File: src/rtl/bulls_cows_core_param_if.sv
// -----------------------------------------------------------------------------
// bulls_cows_core_param_if
// Bundle between the Bulls-and-Cows game core and its surroundings.
//   master (front end / display side):
//     drives  p0_pulse, p1_pulse, sw_val, sw_valid, lfsr_val
//     samples state, cursor, target_flat, guess_flat, candidate, cand_ok,
//             chances, result_a, result_b, result_valid
//   slave (game core): the mirror image of master.
// Widths follow the core parameters, so instantiate with the same values.
// -----------------------------------------------------------------------------
interface bulls_cows_core_param_if #(
  parameter int NUM_DIGITS  = 4,
  parameter int DIGIT_W     = 4,
  parameter int MAX_CHANCES = 5
);
  localparam int CW  = (NUM_DIGITS > 1) ? $clog2(NUM_DIGITS) : 1;
  localparam int CHW = $clog2(MAX_CHANCES + 1);
  localparam int RW  = $clog2(NUM_DIGITS + 1);
  localparam int FW  = NUM_DIGITS * DIGIT_W;

  logic               p0_pulse;
  logic               p1_pulse;
  logic [DIGIT_W-1:0] sw_val;
  logic               sw_valid;
  logic [DIGIT_W-1:0] lfsr_val;

  logic [2:0]         state;
  logic [CW-1:0]      cursor;
  logic [FW-1:0]      target_flat;
  logic [FW-1:0]      guess_flat;
  logic [DIGIT_W-1:0] candidate;
  logic               cand_ok;
  logic [CHW-1:0]     chances;
  logic [RW-1:0]      result_a;
  logic [RW-1:0]      result_b;
  logic               result_valid;

  modport master (
    output p0_pulse, p1_pulse, sw_val, sw_valid, lfsr_val,
    input  state, cursor, target_flat, guess_flat, candidate, cand_ok,
           chances, result_a, result_b, result_valid
  );

  modport slave (
    input  p0_pulse, p1_pulse, sw_val, sw_valid, lfsr_val,
    output state, cursor, target_flat, guess_flat, candidate, cand_ok,
           chances, result_a, result_b, result_valid
  );
endinterface

File: src/rtl/bulls_cows_core_param.sv
// -----------------------------------------------------------------------------
// bulls_cows_core_param
// Parametrised Bulls-and-Cows (xAyB) game controller. A single cursor walks
// from the most significant digit (NUM_DIGITS-1) down to 0 while the target
// and then each guess are entered. The commit of digit 0 of a guess scores it
// on the same clock edge.
// Ports:
//   clk    system clock
//   reset  synchronous, active-high; overrides everything
//   bcif   slave side of bulls_cows_core_param_if (buttons, switch, LFSR in;
//          state, cursor, codes, candidate, scores and chances out)
// state encoding: IDLE=0, SET=1, GUESS=2, SHOW=3, WIN=4, LOSE=5
// -----------------------------------------------------------------------------
module bulls_cows_core_param #(
  parameter int NUM_DIGITS  = 4,
  parameter int DIGIT_W     = 4,
  parameter int RADIX       = 10,
  parameter int MAX_CHANCES = 5,
  parameter int ALLOW_DUP   = 0
) (
  input  logic                      clk,
  input  logic                      reset,
  bulls_cows_core_param_if.slave    bcif
);
  localparam int CW  = (NUM_DIGITS > 1) ? $clog2(NUM_DIGITS) : 1;
  localparam int CHW = $clog2(MAX_CHANCES + 1);
  localparam int RW  = $clog2(NUM_DIGITS + 1);
  localparam int FW  = NUM_DIGITS * DIGIT_W;

  localparam logic [CW-1:0]    LAST_CUR = CW'(NUM_DIGITS - 1);
  localparam logic [CHW-1:0]   FULL_CH  = CHW'(MAX_CHANCES);
  localparam logic [DIGIT_W:0] RADIX_X  = (DIGIT_W + 1)'(RADIX);
  localparam logic [RW-1:0]    ALL_HIT  = RW'(NUM_DIGITS);

  typedef enum logic [2:0] {
    S_IDLE  = 3'd0,
    S_SET   = 3'd1,
    S_GUESS = 3'd2,
    S_SHOW  = 3'd3,
    S_WIN   = 3'd4,
    S_LOSE  = 3'd5
  } state_e;

  // Bulls = positional hits; cows = multiset overlap minus bulls, which
  // handles repeated digits correctly when duplicates are allowed.
  function automatic logic [2*RW-1:0] score_f(input logic [FW-1:0] g,
                                               input logic [FW-1:0] t);
    logic [RW-1:0] bulls;
    logic [RW-1:0] common;
    logic [RW-1:0] cnt_g;
    logic [RW-1:0] cnt_t;
    bulls  = '0;
    common = '0;
    for (int i = 0; i < NUM_DIGITS; i++) begin
      bulls = bulls + ((g[i*DIGIT_W +: DIGIT_W] == t[i*DIGIT_W +: DIGIT_W]) ? RW'(1) : RW'(0));
    end
    for (int v = 0; v < RADIX; v++) begin
      cnt_g = '0;
      cnt_t = '0;
      for (int i = 0; i < NUM_DIGITS; i++) begin
        cnt_g = cnt_g + ((g[i*DIGIT_W +: DIGIT_W] == DIGIT_W'(v)) ? RW'(1) : RW'(0));
        cnt_t = cnt_t + ((t[i*DIGIT_W +: DIGIT_W] == DIGIT_W'(v)) ? RW'(1) : RW'(0));
      end
      common = common + ((cnt_g < cnt_t) ? cnt_g : cnt_t);
    end
    return {bulls, common - bulls};
  endfunction

  state_e             state_q, state_d;
  logic [CW-1:0]      cursor_q, cursor_d;
  logic [FW-1:0]      target_q, target_d;
  logic [FW-1:0]      guess_q, guess_d;
  logic [CHW-1:0]     chances_q, chances_d;
  logic [RW-1:0]      res_a_q, res_a_d;
  logic [RW-1:0]      res_b_q, res_b_d;
  logic               res_valid_q, res_valid_d;

  logic [DIGIT_W-1:0] candidate_s;
  logic               cand_ok_s;
  logic               dup_s;
  logic [FW-1:0]      entry_code_s;
  logic [FW-1:0]      scored_guess_s;
  logic [2*RW-1:0]    score_s;

  // Candidate selection: the LFSR only feeds target entry when no switch value is present.
  always_comb begin
    candidate_s = bcif.sw_val;
    if ((state_q == S_SET) && !bcif.sw_valid) begin
      candidate_s = bcif.lfsr_val;
    end else begin
      candidate_s = bcif.sw_val;
    end
  end

  // Legality of the candidate: range, switch presence in GUESS, and uniqueness
  // against digits already committed above the cursor in the code being entered.
  always_comb begin
    dup_s        = 1'b0;
    cand_ok_s    = 1'b0;
    entry_code_s = (state_q == S_SET) ? target_q : guess_q;
    for (int i = 0; i < NUM_DIGITS; i++) begin
      dup_s = dup_s | ((ALLOW_DUP == 0) && (CW'(i) > cursor_q) &&
                       (entry_code_s[i*DIGIT_W +: DIGIT_W] == candidate_s));
    end
    case (state_q)
      S_SET:   cand_ok_s = ({1'b0, candidate_s} < RADIX_X) && !dup_s;
      S_GUESS: cand_ok_s = ({1'b0, candidate_s} < RADIX_X) && bcif.sw_valid && !dup_s;
      default: cand_ok_s = 1'b0;
    endcase
  end

  // Score the guess as it will stand after the digit-0 commit.
  always_comb begin
    scored_guess_s = {guess_q[FW-1:DIGIT_W], candidate_s};
    score_s        = score_f(scored_guess_s, target_q);
  end

  // Next-state and datapath update; commit has priority over undo.
  always_comb begin
    state_d   = state_q;
    cursor_d  = cursor_q;
    target_d  = target_q;
    guess_d   = guess_q;
    chances_d = chances_q;
    res_a_d   = res_a_q;
    res_b_d   = res_b_q;
    case (state_q)
      S_IDLE: begin
        if (bcif.p0_pulse) begin
          state_d   = S_SET;
          cursor_d  = LAST_CUR;
          chances_d = FULL_CH;
          target_d  = '0;
          guess_d   = '0;
          res_a_d   = '0;
          res_b_d   = '0;
        end else begin
          state_d = S_IDLE;
        end
      end
      S_SET: begin
        if (bcif.p0_pulse && cand_ok_s) begin
          for (int i = 0; i < NUM_DIGITS; i++) begin
            target_d[i*DIGIT_W +: DIGIT_W] = (CW'(i) == cursor_q) ? candidate_s
                                                                  : target_q[i*DIGIT_W +: DIGIT_W];
          end
          if (cursor_q == '0) begin
            state_d  = S_GUESS;
            cursor_d = LAST_CUR;
          end else begin
            cursor_d = cursor_q - CW'(1);
          end
        end else if (bcif.p1_pulse && (cursor_q != LAST_CUR)) begin
          cursor_d = cursor_q + CW'(1);
        end else begin
          cursor_d = cursor_q;
        end
      end
      S_GUESS: begin
        if (bcif.p0_pulse && cand_ok_s) begin
          for (int i = 0; i < NUM_DIGITS; i++) begin
            guess_d[i*DIGIT_W +: DIGIT_W] = (CW'(i) == cursor_q) ? candidate_s
                                                                 : guess_q[i*DIGIT_W +: DIGIT_W];
          end
          if (cursor_q == '0) begin
            res_a_d = score_s[2*RW-1:RW];
            res_b_d = score_s[RW-1:0];
            if (score_s[2*RW-1:RW] == ALL_HIT) begin
              state_d = S_WIN;
            end else if (chances_q == CHW'(1)) begin
              chances_d = '0;
              state_d   = S_LOSE;
            end else begin
              chances_d = chances_q - CHW'(1);
              state_d   = S_SHOW;
            end
          end else begin
            cursor_d = cursor_q - CW'(1);
          end
        end else if (bcif.p1_pulse && (cursor_q != LAST_CUR)) begin
          cursor_d = cursor_q + CW'(1);
        end else begin
          cursor_d = cursor_q;
        end
      end
      S_SHOW: begin
        if (bcif.p0_pulse) begin
          state_d  = S_GUESS;
          cursor_d = LAST_CUR;
        end else begin
          state_d = S_SHOW;
        end
      end
      S_WIN, S_LOSE: begin
        // Registers are deliberately left alone; IDLE->SET clears them.
        if (bcif.p0_pulse) begin
          state_d = S_IDLE;
        end else begin
          state_d = state_q;
        end
      end
      default: state_d = S_IDLE;
    endcase
    res_valid_d = (state_d == S_SHOW) || (state_d == S_WIN) || (state_d == S_LOSE);
  end

  // State and datapath registers with synchronous reset.
  always_ff @(posedge clk) begin
    if (reset) begin
      state_q     <= S_IDLE;
      cursor_q    <= LAST_CUR;
      target_q    <= '0;
      guess_q     <= '0;
      chances_q   <= FULL_CH;
      res_a_q     <= '0;
      res_b_q     <= '0;
      res_valid_q <= 1'b0;
    end else begin
      state_q     <= state_d;
      cursor_q    <= cursor_d;
      target_q    <= target_d;
      guess_q     <= guess_d;
      chances_q   <= chances_d;
      res_a_q     <= res_a_d;
      res_b_q     <= res_b_d;
      res_valid_q <= res_valid_d;
    end
  end

  assign bcif.state        = state_q;
  assign bcif.cursor       = cursor_q;
  assign bcif.target_flat  = target_q;
  assign bcif.guess_flat   = guess_q;
  assign bcif.candidate    = candidate_s;
  assign bcif.cand_ok      = cand_ok_s;
  assign bcif.chances      = chances_q;
  assign bcif.result_a     = res_a_q;
  assign bcif.result_b     = res_b_q;
  assign bcif.result_valid = res_valid_q;
endmodule
File: src/flat_wrapper.sv
// flat-port wrapper written by rule: the top's interface ports become plain ports
module bulls_cows_core_param_flat 
#(
  parameter int NUM_DIGITS  = 4,
  parameter int DIGIT_W     = 4,
  parameter int RADIX       = 10,
  parameter int MAX_CHANCES = 5,
  parameter int ALLOW_DUP   = 0
)
  (clk, reset, bcif_p0_pulse, bcif_p1_pulse, bcif_sw_val, bcif_sw_valid, bcif_lfsr_val, bcif_state, bcif_cursor, bcif_target_flat, bcif_guess_flat, bcif_candidate, bcif_cand_ok, bcif_chances, bcif_result_a, bcif_result_b, bcif_result_valid);
  bulls_cows_core_param_if #(.NUM_DIGITS(NUM_DIGITS), .DIGIT_W(DIGIT_W), .MAX_CHANCES(MAX_CHANCES)) bcif_i ();
  input  logic clk;
  input  logic reset;
  input wire logic [$bits(bcif_i.p0_pulse)-1:0] bcif_p0_pulse;
  input wire logic [$bits(bcif_i.p1_pulse)-1:0] bcif_p1_pulse;
  input wire logic [$bits(bcif_i.sw_val)-1:0] bcif_sw_val;
  input wire logic [$bits(bcif_i.sw_valid)-1:0] bcif_sw_valid;
  input wire logic [$bits(bcif_i.lfsr_val)-1:0] bcif_lfsr_val;
  output wire logic [$bits(bcif_i.state)-1:0] bcif_state;
  output wire logic [$bits(bcif_i.cursor)-1:0] bcif_cursor;
  output wire logic [$bits(bcif_i.target_flat)-1:0] bcif_target_flat;
  output wire logic [$bits(bcif_i.guess_flat)-1:0] bcif_guess_flat;
  output wire logic [$bits(bcif_i.candidate)-1:0] bcif_candidate;
  output wire logic [$bits(bcif_i.cand_ok)-1:0] bcif_cand_ok;
  output wire logic [$bits(bcif_i.chances)-1:0] bcif_chances;
  output wire logic [$bits(bcif_i.result_a)-1:0] bcif_result_a;
  output wire logic [$bits(bcif_i.result_b)-1:0] bcif_result_b;
  output wire logic [$bits(bcif_i.result_valid)-1:0] bcif_result_valid;
  assign bcif_i.p0_pulse = bcif_p0_pulse;
  assign bcif_i.p1_pulse = bcif_p1_pulse;
  assign bcif_i.sw_val = bcif_sw_val;
  assign bcif_i.sw_valid = bcif_sw_valid;
  assign bcif_i.lfsr_val = bcif_lfsr_val;
  assign bcif_state = bcif_i.state;
  assign bcif_cursor = bcif_i.cursor;
  assign bcif_target_flat = bcif_i.target_flat;
  assign bcif_guess_flat = bcif_i.guess_flat;
  assign bcif_candidate = bcif_i.candidate;
  assign bcif_cand_ok = bcif_i.cand_ok;
  assign bcif_chances = bcif_i.chances;
  assign bcif_result_a = bcif_i.result_a;
  assign bcif_result_b = bcif_i.result_b;
  assign bcif_result_valid = bcif_i.result_valid;
  bulls_cows_core_param #(.NUM_DIGITS(NUM_DIGITS), .DIGIT_W(DIGIT_W), .RADIX(RADIX), .MAX_CHANCES(MAX_CHANCES), .ALLOW_DUP(ALLOW_DUP)) u_core (.clk(clk), .reset(reset), .bcif(bcif_i));
endmodule
File: config.mk
export PLATFORM = sky130hd
export DESIGN_NAME = bulls_cows_core_param_flat
export DESIGN_NICKNAME = d
export VERILOG_FILES = /design/src/rtl/bulls_cows_core_param_if.sv /design/src/rtl/bulls_cows_core_param.sv /design/src/flat_wrapper.sv
export SDC_FILE = /design/constraint.sdc
export NUM_CORES = 1
export LEC_CHECK = 0
export BUFFER_PORTS_ARGS = -buffer_cell sky130_fd_sc_hd__buf_2
export CORE_ASPECT_RATIO = 0.75
export CORE_MARGIN = 5
export CORE_UTILIZATION = 67
export CTS_BUF_LIST = sky130_fd_sc_hd__clkbuf_8
export CTS_CLUSTER_DIAMETER = 80
export DETAILED_ROUTE_END_ITERATION = 8
export HOLD_SLACK_MARGIN = 0.03
export PLACE_DENSITY = 0.9
export SKIP_CTS_REPAIR_TIMING = 1
export SLEW_MARGIN = 40
export SYNTH_ARGS = -nofsm -noshare
export SYNTH_HDL_FRONTEND = slang
export SYNTH_SLANG_ARGS = --single-unit
File: constraint.sdc
create_clock -name clk -period 11.7 [get_ports clk]
set_input_delay 0 -clock clk [delete_from_list [all_inputs] [get_ports clk]]
set_output_delay 0 -clock clk [all_outputs]
set_load 0.01 [all_outputs]
==> results of run 1 <==
-- layout make-up --
class / instances / share of cell area
Timing Repair Buffer: 67 / 0.0545
Sequential cell: 47 / 0.150
Clock inverter: 2 / 0.00259
Clock buffer: 6 / 0.0131
Tap cell: 108 / 0.0215
Multi-Input combinational cell: 575 / 0.720
Inverter: 65 / 0.0390
-- metal layers --
layer	part of all wire	track usage	vias to the layer above
li1	-	-	2551
met1	0.41	0.454	2713
met2	0.43	0.481	390
met3	0.13	0.102	76
met4	0.034	0.101	0
met5	0	0	-
-- power by group through the flow --
stage	Sequential, mW	Combinational [mW]	Clock, mW
after floorplan	0.165	0.0773	0
after global placement	0.166	0.0958	0
after detailed placement	0.166	0.0991	0
after CTS	0.162	0.100	0.109
after global routing	0.162	0.112	0.117
final	0.162	0.102	0.110
-- worst paths after layout --
| kind | start | endpoint | slack, ps | depth (start not counted) |
|---|---|---|---|---|
| min reg2reg | u_core.bcif.guess_flat[0]$_SDFFE_PP0P_ | u_core.bcif.guess_flat[0]$_SDFFE_PP0P_ | 500 | 2 |
| max reg2reg | u_core.bcif.state[0]$_SDFF_PP0_ | u_core.bcif.result_b[2]$_SDFFE_PP0P_ | 2930 | 28 |
| min | bcif_p0_pulse | u_core.bcif.state[2]$_SDFF_PP0_ | 220 | 4 |
| max | u_core.bcif.state[0]$_SDFF_PP0_ | u_core.bcif.result_b[2]$_SDFFE_PP0P_ | 2930 | 28 |
-- worst register-to-register path, delay by kind of cell (launching register included) --
| kind | cells | cell delay (ps) |
|---|---|---|
| fa+ha+maj | 10 | 4260 |
| mux | 2 | 1060 |
| xor+xnor | 6 | 970 |
| simple gates | 4 | 960 |
| compound gates | 3 | 560 |
| flops | 1 | 530 |
| buf+inv | 3 | 390 |
-- Yosys cell counts, drive strengths merged, types with 2 or more instances --
library cell	n
a21o	19
and3	2
mux2	14
nand2b	29
a31o	4
ha	71
or3	3
mux2i	33
o21ai	8
o21bai	2
nand3	16
dfxtp	47
clkbuf	38
o211ai	7
nor3b	2
nor4	6
nand4	8
nor2	73
buf	7
xor2	9
nor2b	8
a32o	9
a21oi	55
inv	64
xnor2	39
nor4b	4
o2111ai	2
fa	34
nor3	39
nand2	62
-- kinds of logic (layout without fill, tap and decap cells) --
| family | count (synthesis) | in the layout | synth area share |
|---|---|---|---|
| simple gates | 258 | 258 | 0.213 |
| mux | 47 | 47 | 0.0850 |
| flops | 47 | 47 | 0.160 |
| fa+ha+maj | 106 | 106 | 0.269 |
| buf+inv | 110 | 140 | 0.0718 |
| xor+xnor | 48 | 48 | 0.0716 |
| compound gates | 116 | 116 | 0.130 |
-- layout by cell type (no fill, tap or decap), types with 2 or more instances in the layout --
cell      count
clkbuf_8      6
o21bai_1      2
xnor2_1      39
inv_1        61
nand2_1      62
mux2_2       10
o211ai_1      7
or3_1         3
buf_2        64
nand2b_1     29
nor2b_1       8
fa_1         34
nor4b_1       3
o21ai_1       3
xor2_1        9
a31o_2        4
nor3_1       38
buf_4         3
a32o_1        9
ha_1         71
nand3_1      16
o21ai_0       4
a21oi_1      55
a21o_1       19
dfxtp_1      47
and3_1        2
nor2_1       73
mux2i_1      30
nor4_1        6
inv_2         3
mux2_1        4
nand4_1       8
mux2i_2       3
-- metrics by stage --
stage / hold WS, ps / worst slack [ps] / power [mW] / instance area, um2
floorplan: 228 / 3710 / 0.242 / 5870
global placement: 414 / 3330 / 0.261 / 6180
detailed placement: 419 / 3020 / 0.265 / 6180
CTS: 205 / 2940 / 0.371 / 6280
global route: 198 / 2360 / 0.391 / 6290
finish: 222 / 2930 / 0.373 / 6290
-- registers in the layout, summed over array words and instances (netlist names) --
| name | flops |
|---|---|
| u_core.bcif.guess_flat | 16 |
| u_core.bcif.result_valid | 1 |
| u_core.bcif.cursor | 2 |
| u_core.bcif.chances | 3 |
| u_core.bcif.state | 3 |
| u_core.bcif.result_b | 3 |
| u_core.bcif.result_a | 3 |
| u_core.bcif.target_flat | 16 |
==> results.py, run 1 <==
metrics = {
    "detailed_routing": {
        "num_vias": 5730,
        "avgRoutedWirePerCell_um": 20.6,
        "dr.pass1.iters": 8,
        "drc": 0,
        "viasPerCell": 6.59,
        "routed_wl_mm": 18.0,
        "drt_iter0_drc": 770,
        "ant_nets": 0,
    },
    "min_path": {
        "hold_class": "in2reg",
    },
    "cells_and_area": {
        "utilization": 0.741,
        "area_delta_synth_final_pct": 7.12,
        "multi_input_area_mm2": 0.00453,
        "antennaDiodeCount": 0,
        "regArea_um2": 941,
        "drive_above_1_share": 0.136,
        "stdcell_count": 870,
        "nFillCells": 646,
        "final_nets": 879,
    },
    "clock_tree": {
        "clock_latency_ps": 320,
        "clkTransAtPathRegs_ps": 90,
        "cts_buffer_depth": 2,
        "cts_buffers": 5,
        "cts_tree": "done",
        "cts_sinks": 47,
        "htreeDepth": 2,
        "cts_root_buf": "clkbuf_8",
    },
    "grt": {
        "grt_overflow": 0,
        "antenna_found_initial": 0,
        "grt_max_degree": 39,
        "grt_usage": 0.325,
        "grt_pass1_wl_mm": 28.4,
        "grt_pass1_vias": 5478,
    },
    "placed_design": {
        "gp_congestion": 0.987,
        "port_buffers": 64,
        "place_hpwl_mm": 14.1,
        "dpl.cell_count": 862,
    },
    "timing": {
        "maxSlewViolCount": 0,
        "hold_viol": 0,
        "setup_viol": 0,
        "tightest_slew_ps": 814,
        "layout_min_cycle_time_ps": 8770,
        "tns_ps": 0,
        "clock_skew_ps": 6.77,
        "clock.fmax_mhz": 114,
        "rsz0062_at_grt": "no",
        "max_slew_margin": 0.455,
        "post-route-period-util": 0.750,
    },
    "pwr": {
        "power.share.switching": 0.328,
        "intPower_uw": 251,
        "ir_worst_vdd_mv": 0.0640,
        "combPwrFrac": 0.272,
        "p_sw_uw": 122,
        "power_frac_seq": 0.434,
        "power_density_mw_per_mm2": 59.3,
        "pwr-share-clk": 0.293,
        "leakage_nw": 2.85,
    },
    "logic_synthesis": {
        "syn_nets": 850,
        "ys_ff_latch": 47,
        "synth_area_leaders": "dfxtp_1 16%, ha_1 15%, fa_1 12%",
        "synth_area_mm2": 0.00587,
        "synth_top_cell_by_area": "dfxtp_1",
        "yosysWarningCount": 0,
        "synth-async-reset-ratio": 0,
        "yosys.cell_types.count": 57,
        "synth_flop_cell": "dfxtp_1",
        "yosysSeqAreaShare": 0.160,
        "synth_area_per_cell_um2": 8.02,
        "synth_top_area_share": 0.160,
        "synth_edf_count": 0,
        "syn_inst": 732,
    },
    "critical_path": {
        "crit_required_ps": 11940,
        "crit_buf_inv": 3,
        "slowest_delay_ps": 670,
        "crit_path_start_kind": "flip-flop",
        "crit_fanout": 11,
        "crit_family": "adder cells",
        "cpMaxStageDelayCell": "mux2i_1",
        "crit_type": "reg2reg",
        "cp_common_cell": "fa_1",
        "setup.worst_path.end_class": "flip-flop",
        "crit_arrival_ps": 9020,
    },
    "die": {
        "row_count": 29,
        "die_h_um": 91.1,
        "die_w_um": 118,
        "start_util": 0.692,
        "fp.dieArea_mm2": 0.0108,
        "design.core.area_mm2": 0.00849,
        "pin_count": 65,
    },
    "flow_run": {
        "drv_cap": 0,
    },
    "run_status": {
        "status": "finished, final reports clean",
    },
}
Power figures use the tool's default switching activity.
==> run 2: changes to the inputs <==
--- a/config.mk
+++ b/config.mk
@@ -5,15 +5,16 @@
 export SDC_FILE = /design/constraint.sdc
 export NUM_CORES = 1
 export LEC_CHECK = 0
+export ABC_AREA = 1
 export BUFFER_PORTS_ARGS = -buffer_cell sky130_fd_sc_hd__buf_2
 export CORE_ASPECT_RATIO = 0.75
 export CORE_MARGIN = 5
-export CORE_UTILIZATION = 67
+export CORE_UTILIZATION = 56
 export CTS_BUF_LIST = sky130_fd_sc_hd__clkbuf_8
 export CTS_CLUSTER_DIAMETER = 80
 export DETAILED_ROUTE_END_ITERATION = 8
 export HOLD_SLACK_MARGIN = 0.03
-export PLACE_DENSITY = 0.9
+export PLACE_DENSITY = 0.8
 export SKIP_CTS_REPAIR_TIMING = 1
 export SLEW_MARGIN = 40
 export SYNTH_ARGS = -nofsm -noshare
==> constraint.sdc (replaced) <==
create_clock -name clk -period 7.4 [get_ports clk]
set_input_delay 0 -clock clk [delete_from_list [all_inputs] [get_ports clk]]
set_output_delay 0 -clock clk [all_outputs]
set_load 0.01 [all_outputs]
==> run 2 against run 1 <==
  * Register-to-register slack got worse by 2400 ps
  * Sequential share of layout area decreased by 0.62 points
  * Via count increased by 8.9%
  * Worst setup slack got worse by 2400 ps
  * Hold slack improved by 4.2 ps
  * Cell count increased by 29%
  * Highest routed layer unchanged
==> results.py, run 2 <==
metrics = {
    "run_status": {
        "status": "finished, final reports clean",
    },
    "logic_synthesis": {
        "ys_ff_latch": 47,
        "synth_edf_count": 0,
        "yosysSeqAreaShare": 0.156,
        "synth_flop_cell": "dfxtp_1",
        "synth-async-reset-ratio": 0,
        "synth_area_mm2": 0.00603,
        "synth_area_leaders": "nand2_1 18%, dfxtp_1 16%, ha_1 15%",
        "synth_top_cell_by_area": "nand2_1",
        "yosysWarningCount": 0,
        "yosys.cell_types.count": 35,
        "syn_inst": 937,
        "synth_area_per_cell_um2": 6.43,
        "synth_commonest_cells": "285 x nand2_1, 137 x inv_1, 76 x nor2_1, 71 x ha_1, 53 x nand3_1",
        "synth_top_area_share": 0.177,
        "syn_nets": 1055,
        "yosysMostFrequentCell": "nand2_1",
    },
    "critical_path": {
        "worst-r2r-cell-count": 33,
        "crit_required_ps": 7580,
        "slowest_delay_ps": 530,
        "crit_arrival_ps": 7070,
        "cpMaxStageDelayCell": "fa_1",
        "cp_common_cell": "nand2_1",
        "crit_type": "reg2reg",
        "setup.worst_path.end_class": "flip-flop",
        "crit_path_start_kind": "flip-flop",
        "crit_fanout": 10,
    },
    "grt": {
        "grt_overflow": 0,
        "grt_max_degree": 41,
        "grt_pass1_vias": 5726,
        "grt_pass1_wl_mm": 29.5,
        "grt_usage": 0.288,
        "antenna_found_initial": 0,
    },
    "pwr": {
        "power_density_mw_per_mm2": 102,
        "power.share.switching": 0.349,
        "ir_worst_vdd_mv": 0.0866,
        "combPwrFrac": 0.293,
        "p_sw_uw": 234,
        "pwr-share-clk": 0.315,
        "leakage_nw": 3.40,
        "power_frac_seq": 0.392,
        "intPower_uw": 437,
    },
    "detailed_routing": {
        "viasPerCell": 5.55,
        "routed_wl_mm": 18.5,
        "num_vias": 6242,
        "dr.pass1.iters": 5,
        "ant_nets": 0,
        "avgRoutedWirePerCell_um": 16.4,
        "drt_iter0_drc": 622,
        "drc": 0,
    },
    "timing": {
        "post-route-period-util": 0.930,
        "hold_viol": 0,
        "tightest_slew_ps": 676,
        "clock.fmax_mhz": 145,
        "tns_ps": 0,
        "max_slew_margin": 0.549,
        "rsz0062_at_grt": "no",
        "holdWs_ps": 227,
        "layout_min_cycle_time_ps": 6880,
        "setup_viol": 0,
        "maxSlewViolCount": 0,
        "clock_skew_ps": 11.9,
    },
    "clock_tree": {
        "cts_sinks": 47,
        "clkTransAtPathRegs_ps": 100,
        "cts_tree": "done",
        "cts_buffer_depth": 2,
        "htreeDepth": 2,
        "cts_buffers": 5,
        "cts_root_buf": "clkbuf_8",
        "clock_latency_ps": 320,
    },
    "placed_design": {
        "port_buffers": 64,
        "gp_congestion": 1.03,
        "place_hpwl_mm": 15.5,
    },
    "min_path": {
        "hold_class": "in2reg",
        "holdPathStages": 2,
    },
    "cells_and_area": {
        "area_delta_synth_final_pct": 8.99,
        "multi_input_area_mm2": 0.00443,
        "nFillCells": 1040,
        "final_nets": 1106,
        "regArea_um2": 942,
        "drive_above_1_share": 0.109,
        "antennaDiodeCount": 0,
        "final_common_cell": "nand2_1",
        "layout_common_cells": "285 x nand2_1, 137 x inv_1, 74 x nor2_1, 71 x ha_1, 64 x buf_2",
    },
    "die": {
        "row_count": 32,
        "fp.dieArea_mm2": 0.0130,
        "design.core.area_mm2": 0.0104,
        "die_w_um": 130,
        "die_h_um": 99.9,
        "pin_count": 65,
        "start_util": 0.579,
    },
    "flow_run": {
        "drv_cap": 0,
    },
}
[run 2: power groups by stage]
stage / clock, mW / sequential (mW) / combinational [mW]
3_3_place_gp: 0 / 0.269 / 0.191
5_1_grt: 0.222 / 0.264 / 0.224
3_5_place_dp: 0 / 0.269 / 0.194
2_1_floorplan: 0 / 0.270 / 0.140
6_report: 0.211 / 0.263 / 0.197
4_1_cts: 0.212 / 0.263 / 0.194
[run 2: final timing paths]
check,from,to,slack (ps)
worst max-delay path,u_core.bcif.state[1]$_SDFF_PP0_,u_core.bcif.result_b[2]$_SDFFE_PP0P_,520
worst min-delay path,reset,u_core.bcif.target_flat[7]$_SDFFE_PP0P_,230
worst max register to register,u_core.bcif.state[1]$_SDFF_PP0_,u_core.bcif.result_b[2]$_SDFFE_PP0P_,520
worst min register to register,u_core.bcif.result_a[1]$_SDFFE_PP0P_,u_core.bcif.result_a[1]$_SDFFE_PP0P_,470
[run 2: cells by family (layout without fill, tap and decap cells)]
logic type | after synthesis | after routing | synth area share
compound gates | 116 | 116 | 0.105
buf+inv | 170 | 222 | 0.111
flops | 47 | 47 | 0.156
xor+xnor | 21 | 21 | 0.0305
simple gates | 478 | 478 | 0.337
fa+ha+maj | 105 | 105 | 0.260
[run 2: area by class of cell]
cell class,instances,area share
timing repair buffer,70,0.0556
sequential,47,0.143
clock inverter,2,0.00590
clock buffer,6,0.0126
tap,136,0.0259
inverter,144,0.0823
multi-input combinational,720,0.674
[run 2: metal layers]
metal / vias up / track usage / wire [um] / share of wire
met5: - / 0 / 0 / 0
met4: 0 / 0.0359 / 192 / 0.010
met3: 26 / 0.0707 / 2140 / 0.12
met2: 291 / 0.395 / 7280 / 0.39
met1: 2837 / 0.461 / 8840 / 0.48
li1: 3088 / - / - / -
[run 2: stage by stage]
step                      setup slack (ps)  area, um2  cells  power, mW  utilization
after global placement                 528       6430   1117      0.460        0.618
final                                  515       6570   1125      0.671        0.631
after CTS                              377       6560   1125      0.669        0.630
after floorplan                        930       6030    937      0.409            -
after global routing                  23.5       6570   1125      0.709        0.631
after detailed placement               415       6430   1117      0.463        0.618
[run 2: worst max-delay path: cells and delay by family, from the launching register on]
| family | cells | cell delay (ps) |
|---|---|---|
| simple gates | 17 | 1690 |
| buf+inv | 3 | 290 |
| flops | 1 | 400 |
| compound gates | 3 | 460 |
| fa+ha+maj | 9 | 3720 |
| xor+xnor | 1 | 190 |
